`config.mk`:
```
export PLATFORM = sky130hd
export DESIGN_NAME = adder_seq_ctrl
export DESIGN_NICKNAME = d
export VERILOG_FILES = /design/src/rtl/adder_seq_ctrl.sv
export SDC_FILE = /design/constraint.sdc
export NUM_CORES = 1
export LEC_CHECK = 0
export CORE_MARGIN = 1
export CORE_UTILIZATION = 54
export DETAILED_ROUTE_END_ITERATION = 6
export PLACE_DENSITY = 0.82
export SETUP_SLACK_MARGIN = 0.05
export SYNTH_ARGS = -nofsm -noshare
export SYNTH_HDL_FRONTEND = slang
export SYNTH_SLANG_ARGS = --single-unit
```
`constraint.sdc`:
```
create_clock -name clk -period 2.79 [get_ports clk]
set_input_delay 0.6975 -clock clk [delete_from_list [all_inputs] [get_ports clk]]
set_output_delay 0.6975 -clock clk [all_outputs]
set_load 0.03 [all_outputs]
```
`src/rtl/adder_seq_ctrl.sv`:
```
// adder_seq_ctrl: WIDTH-bit adder that reuses one 2-bit slice, two bits per clock
module adder2 (
  input  logic [1:0] a,
  input  logic [1:0] b,
  input  logic       cin,
  output logic [1:0] s,
  output logic       cout
);
  assign {cout, s} = {1'b0, a} + {1'b0, b} + {2'b0, cin};
endmodule

module adder_seq_ctrl #(
  parameter int WIDTH = 8
) (
  input  logic             clk,
  input  logic             reset,
  input  logic             start,
  input  logic [WIDTH-1:0] A,
  input  logic [WIDTH-1:0] B,
  input  logic             Cin,
  output logic             busy,
  output logic             done,
  output logic [WIDTH-1:0] SUM,
  output logic             Cout
);
  localparam int N = WIDTH / 2;
  localparam int CW = $clog2(N + 1);
  typedef enum logic [1:0] {IDLE, RUN, DONE} state_t;
  state_t           r_state, w_next;
  logic [WIDTH-1:0] r_a, r_b, r_sr;
  logic             r_c;
  logic [CW-1:0]    r_cnt;
  logic [1:0]       w_s;
  logic             w_co, w_cap, w_last;
  logic [WIDTH+1:0] w_ext;
  adder2 u_slice (.a(r_a[1:0]), .b(r_b[1:0]), .cin(r_c), .s(w_s), .cout(w_co));
  assign w_cap  = start && r_state != RUN;
  assign w_last = r_state == RUN && r_cnt == CW'(N - 1);
  assign w_ext  = {w_s, r_sr};
  assign busy   = r_state == RUN;
  assign done   = r_state == DONE;
  // state register
  always_ff @(posedge clk) r_state <= reset ? IDLE : w_next;
  // next state: capture wins from IDLE/DONE, RUN ends after the last slice step
  always_comb begin
    w_next = w_cap ? RUN : w_last ? DONE : r_state == DONE ? IDLE : r_state;
  end
  // operand capture, slice stepping and result publish on the final step
  always_ff @(posedge clk) begin
    if (reset) begin
      r_a   <= '0;
      r_b   <= '0;
      r_c   <= 1'b0;
      r_sr  <= '0;
      r_cnt <= '0;
      SUM   <= '0;
      Cout  <= 1'b0;
    end else if (w_cap) begin
      r_a   <= A;
      r_b   <= B;
      r_c   <= Cin;
      r_sr  <= '0;
      r_cnt <= '0;
    end else if (busy) begin
      r_a   <= r_a >> 2;
      r_b   <= r_b >> 2;
      r_c   <= w_co;
      r_sr  <= w_ext[WIDTH+1:2];
      r_cnt <= r_cnt + CW'(1);
      if (w_last) begin
        SUM  <= w_ext[WIDTH+1:2];
        Cout <= w_co;
      end
    end
  end
endmodule

```
==> Word-level counts from Yosys, hierarchy flattened <==
Index checks and enable logic that the tools add are counted.
W data, S select, Z words.
{ "classes": {"eq_ne": 4, "add_sub_neg": 3, "n_reduce_logical": 7, "bitwise_logic": 1, "muxes": 9} }
{ "ops": {"columns": ["operator", "count"], "rows": [
  ["$mux W8", 4],
  ["$mux W2", 2],
  ["$reduce_bool A2 Y1", 2],
  ["$add A2 B2 Y3", 1],
  ["$add A3 B1 Y3", 1],
  ["$add A3 B1 Y3 const B", 1],
  ["$eq A3 B2 Y1 const B", 1],
  ["$mux W1", 3],
  ["$reduce_and A3 Y1", 1],
  ["$reduce_bool A3 Y1", 1],
  ["$eq A2 B1 Y1 const B", 1],
  ["$eq A2 B2 Y1 const B", 1],
  ["$logic_and A1 B1 Y1", 2],
  ["$ne A2 B1 Y1 const B", 1],
  ["$reduce_or A2 Y1", 1],
  ["$not A1 Y1", 1]
]} }
{ "totals": {"in_bits": 20, "reg_bits": 39} }

==> Logic depth before layout (Yosys ltp) <==
{ "logic_depth": {"depth_word": 4, "depth_mapped": 6, "ltp_nobuf": 5} }

==> Modules after synthesis <==
A second synthesis with hierarchy kept.
{ "unflattened": {"hier_cells": 171, "area_unflattened_um2": 1534.0} }
{ "modules_own_cells": {"columns": ["module", "cells_per_inst", "n_inst", "area_each_um2"], "rows": [
  ["adder_seq_ctrl", 161, 1, 1463.9],
  ["adder2", 10, 1, 70.1]
]} }

==> Worst setup path after synthesis <==
Ideal clock, no wire load.
{ "synth_timing": {"kind": "reg-to-output", "startpoint": "register r_state[1]", "endpoint": "output busy", "path_slack_ns": 1.180, "path_buffers": 2, "arrival_ns": 0.912, "stages_incl_launch_ff": 5, "required_ns": 2.092, "cell_sequence": "dfxtp_1 nand2b_1 buf_6 inv_2 buf_4"} }
{ "synth_between": {"elab_chain_cells": 1} }
{ "synth_rtl": {"columns": ["item", "line_no", "source"], "rows": [
  ["from (decl)", "29", "state_t r_state, w_next;"],
  ["from (signal assigned)", "43", "always_ff @(posedge clk) r_state <= reset ? IDLE : w_next;"],
  ["$eq A2 B1 Y1", "40", "assign busy = r_state == RUN;"],
  ["to (decl)", "21", "output logic busy,"]
]} }
No other way between the ends.

==> Final worst setup path <==
{ "layout_timing": {"startpoint": "register r_state[0]", "endpoint": "output done"} }
{ "layout_between": {"elab_chain_cells": 1} }
{ "layout_rtl": {"columns": ["item", "line_no", "source"], "rows": [
  ["$eq A2 B2 Y1", "41", "assign done = r_state == DONE;"],
  ["to (decl)", "22", "output logic done,"]
]} }
No other way between the ends.

==> summary.md <==
| Metric | Value |
|---|---|
| Period Utilization, post-route | `0.818` |
| CTS H-tree lvls | `2` |
| Pwr/cell area | `527 nW/um2` |
| Initial antenna violation count | `0` |
| CTS Hold Bufs | `0` |
| MaxCap Viol Count | `0` |
| Crit path DAT | `1.59 ns` |
| RSZ-0062 raised after global routing | `false` |
| Initial DRC Count | `21` |
| CP Depth | `2` |
| Sink Count | `37` |
| Post-layout worst setup margin | `0.507 ns` |
| Slew margin rel. | `0.693` |
| CP Buf/Inv Count | `1` |
| Peak VDD IR | `382 uV` |
| Worst Reg-to-Reg Cells | `4` |
| CP Cell Sequence | `and2b_1 -> clkdlybuf4s50_1` |
| Final WL | `3050 um` |
| Post-cts gate resize count | `0` |
| Slowest CP cell | `clkdlybuf4s50_1` |
| TNS Setup | `0 ns` |
| Hold Path Depth | `2` |
| #FFs+latches synth | `37` |
| Core area | `2570 um2` |
| TritonRoute pass-1 iters | `4` |
| # setup viols final | `0` |
| DP Wirelength | `2180 um` |
| Gr ovfl total | `0` |
| Yosys cell types | `25` |
| Post-Layout Cell Count | `222` |
| # DRC | `0` |
| Worst Tran Pin Value | `0.460 ns` |
| Post-DRT Antenna Nets | `0` |
| Mapped cell area | `1530 um2` |
| Vias | `1256` |
| Pleak | `0.721 nW` |
| Root buf cell | `clkbuf_4` |
| Metal3 WL | `176 um` |
| Total GRT Usage | `0.218` |
| Clock tree buffer depth | `2` |
| # Post-CTS Setup Buffers | `0` |
| Status | `finished, final reports clean` |
| Antenna Cells | `0` |
| Top delay family on crit path | `buffers and inverters` |
| Starting density of the core | `0.596` |
| WP data required | `2.09 ns` |
| Clock Skews | `0.00971 ns` |
| Crit Path Max Fanout | `6` |
| Crit start category | `flop` |
| Fin crit period | `2.28 ns` |
| Crit path kind | `flop to output pin` |
| Pre-CTS setup slack | `0.597 ns` |
| Pin count of the biggest net entering global routing | `32` |
| Maximum clock frequency | `438 MHz` |
| Avg WL per Cell | `13.7 um` |
| Reg area | `741 um2` |
| Io pins | `31` |
| Gp weighted congestion | `0.717` |
| Register area share after synthesis | `0.484` |
| Syn_nets | `187` |
| Port bufs | `30` |
| Die W | `55.3 um` |
| Util after Layout | `0.731` |
| Syn Inst Count | `163` |
| Full die area | `3050 um2` |
| Final hold vios | `0` |
| CP Capture Type | `output pin` |
| Layout cell share with drive strength beyond 1 | `0.0781` |
| Max Slew Vio Count | `0` |
| Vias in the first global route | `1265` |
| Hold Slack | `0.461 ns` |
| Met2 routed WL | `1570 um` |
| Synthesized area per cell | `9.40 um2` |
| Multi-input logic area | `688 um2` |
| Via/cell ratio | `5.66` |
| Clock-pin slew on the worst setup and hold paths | `0.10 ns` |
| DIE HEIGHT | `55.3 um` |
| Met1 Wirelength | `1240 um` |
| Synthesis Warnings | `0` |
| CTS tree | `yes` |
| Clk Latency, worst-skew pair | `0.34 ns` |
| Top Metal Used | `met4` |
| Dpl cells | `215` |
| Area growth syn-to-layout | `22.5%` |
| Row count | `18` |
| Final-stage net count | `216` |
| Fillers | `204` |
| Wire length of the first global-routing pass | `5220 um` |
| CP max stage delay | `0.68 ns` |
| CTS buffer count | `5` |
| Worst hold path class | `flop to flop` |
-- worst paths after layout --
path              start     end  slack, ns
min reg2reg      SUM[0]  SUM[0]       0.46
max          r_state[0]    done       0.51
min              SUM[0]  SUM[0]       0.46
max reg2reg      r_a[0]  SUM[7]       1.14
-- state kept, by name, indices dropped and copies added (netlist names) --
name and count:
Cout 1, r_sr 6, r_state 2, r_c 1
r_b 8, r_cnt 3, SUM 8, r_a 8
-- per-stage QoR --
step	cell area [um2]	total power, mW
after detailed placement	1820	0.719
after CTS	1880	0.998
after global placement	1820	0.709
after global routing	1880	1.03
final	1880	0.989
after floorplan	1530	0.671
-- Yosys cell counts --
cell / number / share of area
a221oi_1: 1 / 0.0057
inv_2: 1 / 0.0024
clkbuf_1: 4 / 0.0098
nand2_1: 23 / 0.056
nand3b_1: 1 / 0.0049
mux2i_1: 16 / 0.10
a211oi_1: 15 / 0.074
nor3_1: 5 / 0.016
a21o_1: 1 / 0.0049
and3b_1: 1 / 0.0057
a21oi_1: 11 / 0.036
a211oi_2: 3 / 0.025
and2b_1: 1 / 0.0049
buf_4: 1 / 0.0049
o21ai_0: 1 / 0.0033
o21a_1: 1 / 0.0049
inv_1: 6 / 0.015
fa_1: 2 / 0.026
buf_6: 3 / 0.022
xnor2_1: 1 / 0.0057
nor2_1: 21 / 0.051
buf_2: 4 / 0.013
nand2b_1: 1 / 0.0041
dfxtp_1: 37 / 0.48
ha_1: 2 / 0.016
-- placed cells by master, fill, tap and decap left out --
cell type / count
and3b_1: 1
o21ai_0: 1
mux2i_1: 16
a211oi_2: 3
a21oi_1: 11
nor3_1: 5
inv_1: 6
buf_4: 5
clkdlybuf4s50_1: 29
clkbuf_4: 5
clkbuf_8: 1
nand2_1: 23
o21a_1: 1
nor2_1: 21
dfxtp_1: 37
clkbuf_1: 1
xnor2_1: 1
nand3b_1: 1
a211oi_1: 15
fa_1: 2
and2b_1: 1
a21o_1: 1
ha_1: 2
inv_2: 1
nand2b_1: 1
a221oi_1: 1
-- final cells by class --
cell class,count,share of cell area
flip-flops and latches,37,0.395
inverters,7,0.0140
well taps,30,0.0200
multi-input cells,107,0.367
repair buffers,34,0.175
clock buffers,7,0.0294
-- power breakdown --
| part | switching [mW] | total [mW] | internal [mW] | leakage, nW |
|---|---|---|---|---|
| clock network | 0.163 | 0.282 | 0.119 | 0.0314 |
| logic | 0.0709 | 0.138 | 0.0670 | 0.387 |
| registers | 0.0155 | 0.569 | 0.553 | 0.303 |
| total | 0.250 | 0.989 | 0.739 | 0.721 |
-- worst min-delay path: stages (launching register included) --
cell and delay (ns):
dfxtp_1 0.32, nand2_1 0.05, a21oi_1 0.05
-- kinds of logic (layout without fill, tap and decap cells) --
family | count (synthesis) | count (layout) | share of synthesized area
AOI/OAI and AO/OA | 33 | 33 | 0.153
buffers and inverters | 19 | 48 | 0.0670
and+or+nand+nor | 53 | 53 | 0.144
xor gates and xnor gates | 1 | 1 | 0.00572
adders and majority gates | 4 | 4 | 0.0425
muxes | 16 | 16 | 0.105
DFF | 37 | 37 | 0.484
-- layer usage --
layer  GRT usage  vias up
met3      0.0796       11
met4       0.121        0
met1       0.222      587
met2       0.382       50
li1            -      608
met5           0        -
Note: power is estimated with default switching activity, not from simulation.
